### src/rtl/alu_seq_pkg.sv
// Shared types for alu_seq: opcodes, carry select, flag bit positions, FSM states.
package alu_seq_pkg;

  typedef enum logic [3:0] {
    OP_NOT = 4'd0,
    OP_INC = 4'd1,
    OP_DEC = 4'd2,
    OP_ADD = 4'd3,
    OP_SUB = 4'd4,
    OP_AND = 4'd5,
    OP_OR  = 4'd6,
    OP_SHL = 4'd7,
    OP_SHR = 4'd8,
    OP_MUL = 4'd9,
    OP_DIV = 4'd10
  } op_e;

  typedef enum logic [1:0] {
    CS_ALU  = 2'b00,
    CS_ONE  = 2'b01,
    CS_ZERO = 2'b10,
    CS_HOLD = 2'b11
  } carry_sel_e;

  localparam int unsigned FLAG_C = 2;
  localparam int unsigned FLAG_N = 1;
  localparam int unsigned FLAG_Z = 0;

  typedef enum logic [1:0] {
    IDLE = 2'd0,
    ITER = 2'd1,
    DONE = 2'd2
  } state_e;

  function automatic logic [2:0] next_flags(input logic [2:0] cur, input carry_sel_e sel,
                                            input logic c, input logic n, input logic z);
    logic [2:0] f;
    f = '0;
    unique case (sel)
      CS_ALU:  f[FLAG_C] = c;
      CS_ONE:  f[FLAG_C] = 1'b1;
      CS_ZERO: f[FLAG_C] = 1'b0;
      default: f[FLAG_C] = cur[FLAG_C];
    endcase
    f[FLAG_N] = n;
    f[FLAG_Z] = z;
    return f;
  endfunction

endpackage

### src/rtl/alu_seq_if.sv
// Request/response bundle between an issuing pipeline (master) and alu_seq (slave).
interface alu_seq_if #(parameter int unsigned WIDTH = 16);
  logic             in_valid;
  logic             in_ready;
  logic [3:0]       op;
  logic [WIDTH-1:0] op_a;
  logic [WIDTH-1:0] op_b;
  logic [1:0]       carry_sel;
  logic             flag_we;
  logic             flag_restore;
  logic [2:0]       flags_in;
  logic             out_valid;
  logic [WIDTH-1:0] result;
  logic [2:0]       flags;
  logic             busy;

  modport master (
    output in_valid, op, op_a, op_b, carry_sel, flag_we, flag_restore, flags_in,
    input  in_ready, out_valid, result, flags, busy
  );

  modport slave (
    input  in_valid, op, op_a, op_b, carry_sel, flag_we, flag_restore, flags_in,
    output in_ready, out_valid, result, flags, busy
  );
endinterface

### src/rtl/alu_muldiv.sv
// Iterative radix-2 multiply (shift-add) / unsigned divide (restoring), one bit per cycle.
// done_o/result_o/carry_o are combinational and valid on the cycle of the final step.
module alu_muldiv
  import alu_seq_pkg::*;
#(
  parameter int unsigned WIDTH = 16
) (
  input  logic             clk,
  input  logic             rst,
  input  logic             start_i,
  input  logic [3:0]       op_i,
  input  logic [WIDTH-1:0] a_i,
  input  logic [WIDTH-1:0] b_i,
  output logic             done_o,
  output logic [WIDTH-1:0] result_o,
  output logic             carry_o
);
  localparam int unsigned CW = $clog2(WIDTH) + 1;

  logic               active_q, div_q, bz_q;
  logic [CW-1:0]      cnt_q;
  logic [2*WIDTH-1:0] prod_q, mcand_q, prod_n;
  logic [WIDTH-1:0]   mplr_q, dvs_q, rem_q, quo_q, rem_n, quo_n, diff;
  logic [WIDTH:0]     trial;
  logic               fits;

  always_comb begin
    prod_n = prod_q + (mplr_q[0] ? mcand_q : '0);
    trial  = {rem_q, quo_q[WIDTH-1]};
    fits   = trial >= {1'b0, dvs_q};
    // when fits, the true difference is below 2^WIDTH so the truncated subtract is exact
    diff   = trial[WIDTH-1:0] - dvs_q;
    rem_n  = fits ? diff : trial[WIDTH-1:0];
    quo_n  = {quo_q[WIDTH-2:0], fits};
    done_o   = active_q && (cnt_q == CW'(WIDTH - 1));
    result_o = div_q ? quo_n : prod_n[WIDTH-1:0];
    carry_o  = div_q ? bz_q : |prod_n[2*WIDTH-1:WIDTH];
  end

  always_ff @(posedge clk or posedge rst) begin
    if (rst) begin
      active_q <= 1'b0;
      div_q    <= 1'b0;
      bz_q     <= 1'b0;
      cnt_q    <= '0;
      prod_q   <= '0;
      mcand_q  <= '0;
      mplr_q   <= '0;
      dvs_q    <= '0;
      rem_q    <= '0;
      quo_q    <= '0;
    end else if (start_i) begin
      active_q <= 1'b1;
      div_q    <= (op_i == OP_DIV);
      bz_q     <= (b_i == '0);
      cnt_q    <= '0;
      prod_q   <= '0;
      mcand_q  <= {{WIDTH{1'b0}}, a_i};
      mplr_q   <= b_i;
      dvs_q    <= b_i;
      rem_q    <= '0;
      quo_q    <= a_i;
    end else if (active_q) begin
      active_q <= ~done_o;
      cnt_q    <= done_o ? '0 : cnt_q + 1'b1;
      prod_q   <= prod_n;
      mcand_q  <= mcand_q << 1;
      mplr_q   <= mplr_q >> 1;
      rem_q    <= rem_n;
      quo_q    <= quo_n;
    end
  end

endmodule

### src/rtl/alu_seq.sv
// Sequential ALU with registered result and {C,N,Z} flag register.
// Define ALU_SEQ_MULDIV_EN to add iterative MUL/DIV; otherwise opcodes 9/10 pass op_b.
module alu_seq
  import alu_seq_pkg::*;
#(
  parameter int unsigned WIDTH = 16,
  parameter int unsigned SH_W  = $clog2(WIDTH)
) (
  input logic       clk,
  input logic       rst,
  alu_seq_if.slave  bus
);
  logic [WIDTH-1:0] result_q, result_d, alu_res;
  logic             out_valid_q, out_valid_d, alu_c;
  logic [2:0]       flags_q, flags_d;
  logic             in_ready, busy, accept, sc_accept;
  logic [SH_W-1:0]  sh_amt;
  logic [WIDTH:0]   arith, shl_w, shr_w;

  assign sh_amt = bus.op_b[SH_W-1:0];
  assign accept = bus.in_valid & in_ready;

  always_comb begin
    alu_res = bus.op_b;
    alu_c   = 1'b0;
    arith   = '0;
    // one guard bit catches the last bit shifted out; it is 0 for a zero amount
    shl_w   = {1'b0, bus.op_a} << sh_amt;
    shr_w   = {bus.op_a, 1'b0} >> sh_amt;
    case (bus.op)
      OP_NOT: alu_res = ~bus.op_a;
      OP_INC: begin
        arith   = {1'b0, bus.op_a} + (WIDTH+1)'(1);
        alu_res = arith[WIDTH-1:0];
        alu_c   = arith[WIDTH];
      end
      OP_DEC: begin
        arith   = {1'b0, bus.op_a} - (WIDTH+1)'(1);
        alu_res = arith[WIDTH-1:0];
        alu_c   = arith[WIDTH];
      end
      OP_ADD: begin
        arith   = {1'b0, bus.op_a} + {1'b0, bus.op_b};
        alu_res = arith[WIDTH-1:0];
        alu_c   = arith[WIDTH];
      end
      OP_SUB: begin
        arith   = {1'b0, bus.op_a} - {1'b0, bus.op_b};
        alu_res = arith[WIDTH-1:0];
        alu_c   = arith[WIDTH];
      end
      OP_AND: alu_res = bus.op_a & bus.op_b;
      OP_OR:  alu_res = bus.op_a | bus.op_b;
      OP_SHL: begin
        alu_res = shl_w[WIDTH-1:0];
        alu_c   = shl_w[WIDTH];
      end
      OP_SHR: begin
        alu_res = shr_w[WIDTH:1];
        alu_c   = shr_w[0];
      end
      default: ;
    endcase
  end

`ifdef ALU_SEQ_MULDIV_EN
  state_e           state_q, state_d;
  logic             fwe_q, fwe_d, is_md, md_start, md_done, md_carry;
  carry_sel_e       csel_q, csel_d;
  logic [WIDTH-1:0] md_result;

  assign is_md     = (bus.op == OP_MUL) || (bus.op == OP_DIV);
  assign sc_accept = accept & ~is_md;
  assign in_ready  = (state_q == IDLE);
  assign busy      = (state_q != IDLE);

  alu_muldiv #(.WIDTH(WIDTH)) u_muldiv (
    .clk      (clk),
    .rst      (rst),
    .start_i  (md_start),
    .op_i     (bus.op),
    .a_i      (bus.op_a),
    .b_i      (bus.op_b),
    .done_o   (md_done),
    .result_o (md_result),
    .carry_o  (md_carry)
  );

  always_ff @(posedge clk or posedge rst) begin
    if (rst) begin
      state_q <= IDLE;
      fwe_q   <= 1'b0;
      csel_q  <= CS_ALU;
    end else begin
      state_q <= state_d;
      fwe_q   <= fwe_d;
      csel_q  <= csel_d;
    end
  end
`else
  assign sc_accept = accept;
  assign in_ready  = 1'b1;
  assign busy      = 1'b0;
`endif

  always_comb begin
    result_d    = result_q;
    out_valid_d = 1'b0;
    flags_d     = flags_q;
`ifdef ALU_SEQ_MULDIV_EN
    state_d  = state_q;
    fwe_d    = fwe_q;
    csel_d   = csel_q;
    md_start = 1'b0;
    unique case (state_q)
      IDLE: if (accept && is_md) begin
        md_start = 1'b1;
        fwe_d    = bus.flag_we;
        csel_d   = carry_sel_e'(bus.carry_sel);
        state_d  = ITER;
      end
      ITER: if (md_done) begin
        result_d    = md_result;
        out_valid_d = 1'b1;
        state_d     = DONE;
        if (fwe_q)
          flags_d = next_flags(flags_q, csel_q, md_carry, md_result[WIDTH-1], md_result == '0);
      end
      DONE:    state_d = IDLE;
      default: state_d = IDLE;
    endcase
`endif
    if (sc_accept) begin
      result_d    = alu_res;
      out_valid_d = 1'b1;
      if (bus.flag_we)
        flags_d = next_flags(flags_q, carry_sel_e'(bus.carry_sel), alu_c,
                             alu_res[WIDTH-1], alu_res == '0);
    end
    if (bus.flag_restore)
      flags_d = bus.flags_in;
  end

  always_ff @(posedge clk or posedge rst) begin
    if (rst) begin
      result_q    <= '0;
      out_valid_q <= 1'b0;
      flags_q     <= '0;
    end else begin
      result_q    <= result_d;
      out_valid_q <= out_valid_d;
      flags_q     <= flags_d;
    end
  end

  assign bus.in_ready  = in_ready;
  assign bus.busy      = busy;
  assign bus.out_valid = out_valid_q;
  assign bus.result    = result_q;
  assign bus.flags     = flags_q;

endmodule

### src/flat_wrapper.sv
// flat-port wrapper written by rule: the top's interface ports become plain ports
module alu_seq_flat import alu_seq_pkg::*;
#(
  parameter int unsigned WIDTH = 16,
  parameter int unsigned SH_W  = $clog2(WIDTH)
)
  (clk, rst, bus_in_valid, bus_op, bus_op_a, bus_op_b, bus_carry_sel, bus_flag_we, bus_flag_restore, bus_flags_in, bus_in_ready, bus_out_valid, bus_result, bus_flags, bus_busy);
  alu_seq_if #(.WIDTH(WIDTH)) bus_i ();
  input logic clk;
  input logic rst;
  input wire logic [$bits(bus_i.in_valid)-1:0] bus_in_valid;
  input wire logic [$bits(bus_i.op)-1:0] bus_op;
  input wire logic [$bits(bus_i.op_a)-1:0] bus_op_a;
  input wire logic [$bits(bus_i.op_b)-1:0] bus_op_b;
  input wire logic [$bits(bus_i.carry_sel)-1:0] bus_carry_sel;
  input wire logic [$bits(bus_i.flag_we)-1:0] bus_flag_we;
  input wire logic [$bits(bus_i.flag_restore)-1:0] bus_flag_restore;
  input wire logic [$bits(bus_i.flags_in)-1:0] bus_flags_in;
  output wire logic [$bits(bus_i.in_ready)-1:0] bus_in_ready;
  output wire logic [$bits(bus_i.out_valid)-1:0] bus_out_valid;
  output wire logic [$bits(bus_i.result)-1:0] bus_result;
  output wire logic [$bits(bus_i.flags)-1:0] bus_flags;
  output wire logic [$bits(bus_i.busy)-1:0] bus_busy;
  assign bus_i.in_valid = bus_in_valid;
  assign bus_i.op = bus_op;
  assign bus_i.op_a = bus_op_a;
  assign bus_i.op_b = bus_op_b;
  assign bus_i.carry_sel = bus_carry_sel;
  assign bus_i.flag_we = bus_flag_we;
  assign bus_i.flag_restore = bus_flag_restore;
  assign bus_i.flags_in = bus_flags_in;
  assign bus_in_ready = bus_i.in_ready;
  assign bus_out_valid = bus_i.out_valid;
  assign bus_result = bus_i.result;
  assign bus_flags = bus_i.flags;
  assign bus_busy = bus_i.busy;
  alu_seq #(.WIDTH(WIDTH), .SH_W(SH_W)) u_core (.clk(clk), .rst(rst), .bus(bus_i));
endmodule
### config.mk
export PLATFORM = sky130hd
export DESIGN_NAME = alu_seq_flat
export DESIGN_NICKNAME = d
export VERILOG_FILES = /design/src/rtl/alu_seq_pkg.sv /design/src/rtl/alu_seq_if.sv /design/src/rtl/alu_muldiv.sv /design/src/rtl/alu_seq.sv /design/src/flat_wrapper.sv
export SDC_FILE = /design/constraint.sdc
export NUM_CORES = 1
export LEC_CHECK = 0
export ABC_AREA = 1
export CAP_MARGIN = 20
export CELL_PAD_IN_SITES_DETAIL_PLACEMENT = 0
export CELL_PAD_IN_SITES_GLOBAL_PLACEMENT = 1
export CORE_ASPECT_RATIO = 1.75
export CORE_MARGIN = 2
export CORE_UTILIZATION = 42
export CTS_CLUSTER_DIAMETER = 120
export DETAILED_ROUTE_END_ITERATION = 10
export GPL_TIMING_DRIVEN = 0
export PLACE_DENSITY_LB_ADDON = 0.08
export SYNTH_ARGS = -nofsm -noshare
export SYNTH_HDL_FRONTEND = slang
export SYNTH_SLANG_ARGS = --single-unit
### constraint.sdc
create_clock -name clk -period 1.4 [get_ports clk]
set_clock_uncertainty 0.2 [all_clocks]
set_input_delay 0.28 -clock clk [delete_from_list [all_inputs] [get_ports clk]]
set_output_delay 0.28 -clock clk [all_outputs]
set_load 0.02 [all_outputs]
# Word level (Yosys, flattened, before mapping)
# Cells that the tools add are included.
# totals
register_bits,20
elab_cells,38
# classes
addsub,4
n_eq_ne,10
shifts,2
mux,7
n_bitwise,3
reduce_logical,8
# op_table
operator,count
16-bit case mux with 9 select lines,1
"16-bit by 1-bit adder with 17-bit output, second input constant",1
16-bit by 16-bit adder with 17-bit output,1
16-bit by 4-bit left shift with 17-bit output,1
17-bit by 4-bit >> shifter with 17-bit output,1
"16-bit by 1-bit subtractor with 17-bit output, second input constant",1
16-bit by 16-bit subtractor with 17-bit output,1
16-bit bitwise AND,1
"4-bit by 3-bit equality test with 1-bit output, second input constant",4
16-bit logical NOT,1
16-bit inverter,1
16-bit OR,1
3-bit two-way mux,3
"4-bit by 2-bit equality test with 1-bit output, second input constant",2
1-bit case mux with 6 select lines,1
"4-bit by 1-bit equality test with 1-bit output, second input constant",1
"4-bit equality test, second input constant",1
4-bit logical NOT,1
2-bit nonzero test,2
4-bit nonzero test,1
1-bit case mux with 3 select lines,1
3-bit AND reduction,1
"2-bit by 1-bit equality test with 1-bit output, second input constant",1
"2-bit equality test, second input constant",1
3 further kinds,3

# Longest topological paths before layout
# depth
depth_word,6
mapped_depth,21
mapped_depth_nobuf,20

# Worst setup path before layout
# No wires, ideal clock.
# synth_timing
path_type,input-to-reg
from,in bus_op_b[2]
to,"reg u_core.flags_q[0], in the netlist u_core.bus.flags[0]"
t_arrival_ns,2.297
required_ns,1.135
slack_ns,-1.162
path_stages,15
n_path_buf,2
cell_sequence,clkinv_1 > clkbuf_1 > ha_1 > clkbuf_2 > or2_2 > and2_1 > o21ai_0 > a21oi_1 > nor2_1 > nand2_1 > nor2_1 > nand3_1 > nor2_1 > nand4_1 > nand2_1
# synth_between
elab_chain_len,6
elab_cells_between_ends,11
cone_classes,add/sub (2); shift (2); mux (4); bitwise (2); reduce/logical (1)
# synth_rtl
element,line,rtl
from (decl),flat_wrapper.sv:14,input wire logic [$bits(bus_i.op_b)-1:0] bus_op_b;
16-bit by 16-bit subtractor with 17-bit output (tied with other cells),alu_seq.sv:48,"arith = {1'b0, bus.op_a} - {1'b0, bus.op_b};"
16-bit case mux with 9 select lines *,alu_seq.sv:30,case (bus.op)
16-bit logical NOT *,alu_seq.sv:138,"alu_res[WIDTH-1], alu_res == '0);"
3-bit two-way mux *,alu_seq.sv:136,if (bus.flag_we)
3-bit two-way mux *,alu_seq.sv:133,if (sc_accept) begin
3-bit two-way mux *,alu_seq.sv:140,if (bus.flag_restore)
to (signal assigned),alu_seq.sv:152,flags_q <= flags_d;
to (decl),alu_seq.sv:15,"logic [2:0] flags_q, flags_d;"
# Mark *: on every way between the ends. The rest lies on a longest branch, timed or not. The select of a mux whose other input is x is not followed.
# A chain may end at the register's enable or synchronous reset.

# Worst setup path in the final report
# layout_timing
from,in bus_op_b[1]
to,"reg u_core.flags_q[0], in the netlist u_core.bus.flags[0]"
# The elaborated chain is that of the path after synthesis.

==> summary by stage <==
Outcome
The flow ran to the end, but the final reports show violations. The checks that failed: setup timing.

Logic synthesis
Synthesis inferred 20 register bits. The number of nets in the synthesized netlist is 1299. Of all cell types, the one taking the most synthesized area is sky130_fd_sc_hd__nand2_1.

Summing every instance area after synthesis gives between 0.006 and 0.007 mm². The number of instances in the synthesized netlist is 1193. By area the synthesized netlist is led by sky130_fd_sc_hd__nand2_1 (25%), sky130_fd_sc_hd__nand3_1 (15%), sky130_fd_sc_hd__ha_1 (12%). The number of warnings reported in the yosys synthesis log is 0. The count of different cell masters after synthesis is 39.

The average cell area after synthesis is 5.14 µm². Sequential elements use 8.15% of the synthesized area. The portion of synthesized cell area occupied by the leading cell type is 25.4%.

Layout
The fraction of final layout cells sized beyond drive strength 1 is a little under two fifths. The combined area of the multi-input logic cells is 0.00610 mm². The final layout net count is 1464.

The post-synthesis to final-layout area growth is 53.4%. At the end of the flow the core is filled with cells to 65.9%. The number of filler cells placed in the layout is about 1400.

The number of antenna diodes in the final layout is 0. Summing all non-filler instances in the final layout gives an area of 0.00942 mm². The register area is ~500 µm².

Power
The total power consumption of the routed design is a little under 0.005 W. The power per cell area is 511 mW/mm². Across the VDD grid, the largest voltage drop is 0.456 mV. Summed over all cells, the static leakage comes to 4.61 nW.

Global route
The met3 usage in global routing is under 10%. The all-layer global routing usage is 37.2%. The largest net degree at the start of global routing is 21. The layer carrying the most global-route usage is met2. The wire length of the first global-routing pass is 44.3 mm.

Global routing finished with a remaining overflow of 0. The met1 track demand over resource in global routing is 38.8%. The initial antenna violation count is 0. The number of global-route vias before repair is roughly 8600.

Global routing used 67.3% of the available met2 tracks.

Routing
Using the TritonRoute via totals, the vias-per-cell ratio works out to roughly 5.7. Summing over every cut layer, the via total after detailed routing is 8794. The total wire length is 29.6 mm. The residual DRC count is 0. The number of iterations in the first detailed-routing pass is 5. After detailed routing, the average wire length per cell comes to 19.3 µm.

Once detail routing completed, the nets flagged for antenna violations numbered 0. The first routing iteration left 687 violations.

Placement
The half-perimeter wire length after placement is 22.9 mm. The congestion estimate from routability-driven global placement came to 1.02. The number of I/O port buffers is 65. Summing all placed instances gives a cell area of 0.00747 mm².

CTS
After clock tree synthesis, the clock-pin slew on the worst setup and hold paths is 60 ps. The CTS tree is built. The clock tree root buffer cell is sky130_fd_sc_hd__clkbuf_16. The maximum buffer depth of the clock tree is 2. The clock buffer count from CTS is 3. In this run the number of H-tree levels came out at 1. The later pin in the worst-skew pair is clocked with a latency of about 260 ps. The post-cts hold buffer count is 0.

The tree built by TritonCTS fans out to 20 sinks.

Floorplanning
In this run the core area contains 58 standard-cell rows. From bottom edge to top edge, the die measures 164 µm. The I/O pin count is 68. The die is around 95 µm wide. The floorplan step defined a core boundary enclosing 0.0143 mm². The initial utilization of the core area, before any placement, comes to between 40% and 50%. The floorplan die area is around 0.016 mm².

STA
The worst slew margin relative to its limit is 50.5%. For this run, the top clock speed supported by timing is approximately 400 MHz. The slew at the pin closest to its max-slew limit is 742 ps. The number of endpoints with negative hold slack in the final report came to 0.

Setup repair after global routing could not meet its margin everywhere. The minimum clock period is 2500 ps. The slack of the critical path is -1100 ps. Setup violations remaining at the end of the flow were counted as 19. After layout, the worst path uses 178% of the clock period. The final number of max-transition violations is 0. The final worst hold slack is around 260 ps.

Setup path
The required time of the critical path is 1400 ps. The type of element capturing the critical path is a flop. The largest fanout of any net on the critical path is 4. The setup path with the least slack is of type in2reg.

For the worst setup path, the data arrival time is around 2500 ps. STA classifies the critical path startpoint as an input port.

Flow run
The tool flagged a number of max-cap violations equal to 0.

Worst hold path
The min-delay analysis places its worst path in the category in2async.
## cells by family after synthesis
group / Yosys count / share of synthesized area [%]
other: 2 / 0.122
XOR/XNOR: 1 / 0.143
AO/OA/AOI/OAI: 117 / 10.2
buffers and inverters: 187 / 12.9
flip-flops: 20 / 8.15
AND/OR/NAND/NOR: 806 / 56.0
adder cells (fa/ha/maj): 60 / 12.5
## what timing repair did
action                                  4_1_cts  5_1_grt
endpoints found under the setup margin       39       31
pin swaps                                    82       68
resized for setup                           445      165
endpoints found under the hold margin         0        0
cloned                                        1        0
buffers inserted                             72       33
## final timing paths
path / start / to / slack, ps / cells after the start
max: bus_op_b[1] / u_core.bus.flags[0] / -1100 / 18
min: rst / u_core.bus.result[12] / 260 / 2
max reg2reg: u_core.bus.flags[0] / u_core.bus.flags[0] / 480 / 4
min reg2reg: u_core.bus.result[13] / u_core.bus.result[13] / 290 / 2
max in group asynchronous: rst / u_core.bus.result[1] / 280 / 2
min in group clk: u_core.bus.result[13] / u_core.bus.result[13] / 290 / 2
## critical path, cell delays in order
cell and delay [ps]:
sky130_fd_sc_hd__buf_12 90, sky130_fd_sc_hd__inv_12 30, sky130_fd_sc_hd__buf_12 110, sky130_fd_sc_hd__buf_12 120, sky130_fd_sc_hd__fa_2 360, sky130_fd_sc_hd__buf_4 150
sky130_fd_sc_hd__xnor2_1 110, sky130_fd_sc_hd__nand2_1 70, sky130_fd_sc_hd__nand3_2 90, sky130_fd_sc_hd__nor2_2 110, sky130_fd_sc_hd__nand3_2 150, sky130_fd_sc_hd__o21ai_2 210
sky130_fd_sc_hd__nand2_1 90, sky130_fd_sc_hd__nor2_2 120, sky130_fd_sc_hd__nand3_2 80, sky130_fd_sc_hd__nor2_2 100, sky130_fd_sc_hd__nand4_1 130, sky130_fd_sc_hd__nand2_1 90
## cell usage in the layout, fill, tap and decap left out, types with 24 or more instances in the layout
| master | count |
|---|---|
| sky130_fd_sc_hd__ha_1 | 39 |
| sky130_fd_sc_hd__a21oi_1 | 24 |
| sky130_fd_sc_hd__nand3_1 | 149 |
| sky130_fd_sc_hd__nor2_2 | 30 |
| sky130_fd_sc_hd__nor2_1 | 86 |
| sky130_fd_sc_hd__buf_6 | 33 |
| sky130_fd_sc_hd__buf_4 | 90 |
| sky130_fd_sc_hd__nor2_4 | 29 |
| sky130_fd_sc_hd__nand2_1 | 332 |
| sky130_fd_sc_hd__inv_2 | 37 |
| sky130_fd_sc_hd__inv_1 | 76 |
| sky130_fd_sc_hd__o21ai_0 | 28 |
| sky130_fd_sc_hd__nand3_2 | 37 |
| sky130_fd_sc_hd__nand2_2 | 65 |
## power breakdown
part           total [W]  switching, W  internal, W
Combinational    0.00347       0.00210      0.00137
Clock           0.000654      0.000218     0.000436
Sequential      0.000691     0.0000391     0.000652
Total            0.00482       0.00236      0.00246
## synthesized netlist by cell type (all sizes together)
library cell / n
a21boi: 1
conb: 2
buf: 38
dfrtp: 20
nor3: 10
a31oi: 1
inv: 132
ha: 58
and3: 1
xnor2: 1
nor4: 1
o21bai: 4
o21ai: 61
nand3b: 14
a211oi: 1
fa: 2
nor2: 145
o211ai: 5
o22ai: 5
nand2: 419
clkinv: 1
clkbuf: 16
or2: 2
nand4: 19
nand3: 191
a21o: 1
and2: 4
a21oi: 38
## stage by stage
| stage | setup TNS [ps] | setup WS (ps) | cells |
|---|---|---|---|
| finish | -14800 | -1100 | 1537 |
| CTS | -14610 | -1040 | 1509 |
| detailed placement | -36770 | -2230 | 1438 |
| global placement | -36510 | -2190 | 1438 |
| global route | -16270 | -1170 | 1537 |
| floorplan | -10930 | -816 | 1193 |
## area by class of cell
class	instances	area share, %
plain buffers	48	5.45
clock buffers	4	0.943
inverters	133	6.36
multi-input cells	986	64.8
flip-flops and latches	20	5.31
well taps	180	2.39
repair buffers	166	14.8
## registers in the layout (all words and copies together) (netlist names)
| signal | flops |
|---|---|
| u_core.bus.result | 16 |
| u_core.bus.flags | 3 |
| u_core.bus.out_valid | 1 |
## layer usage
metal	part of all wire, %	up-vias	wire (µm)
met1	35	4095	10300
met4	8.8	0	2620
met5	0	-	0
met2	51	370	15200
li1	-	4176	-
met3	5.1	153	1510
No activity file was read; power rests on OpenSTA's default activity.
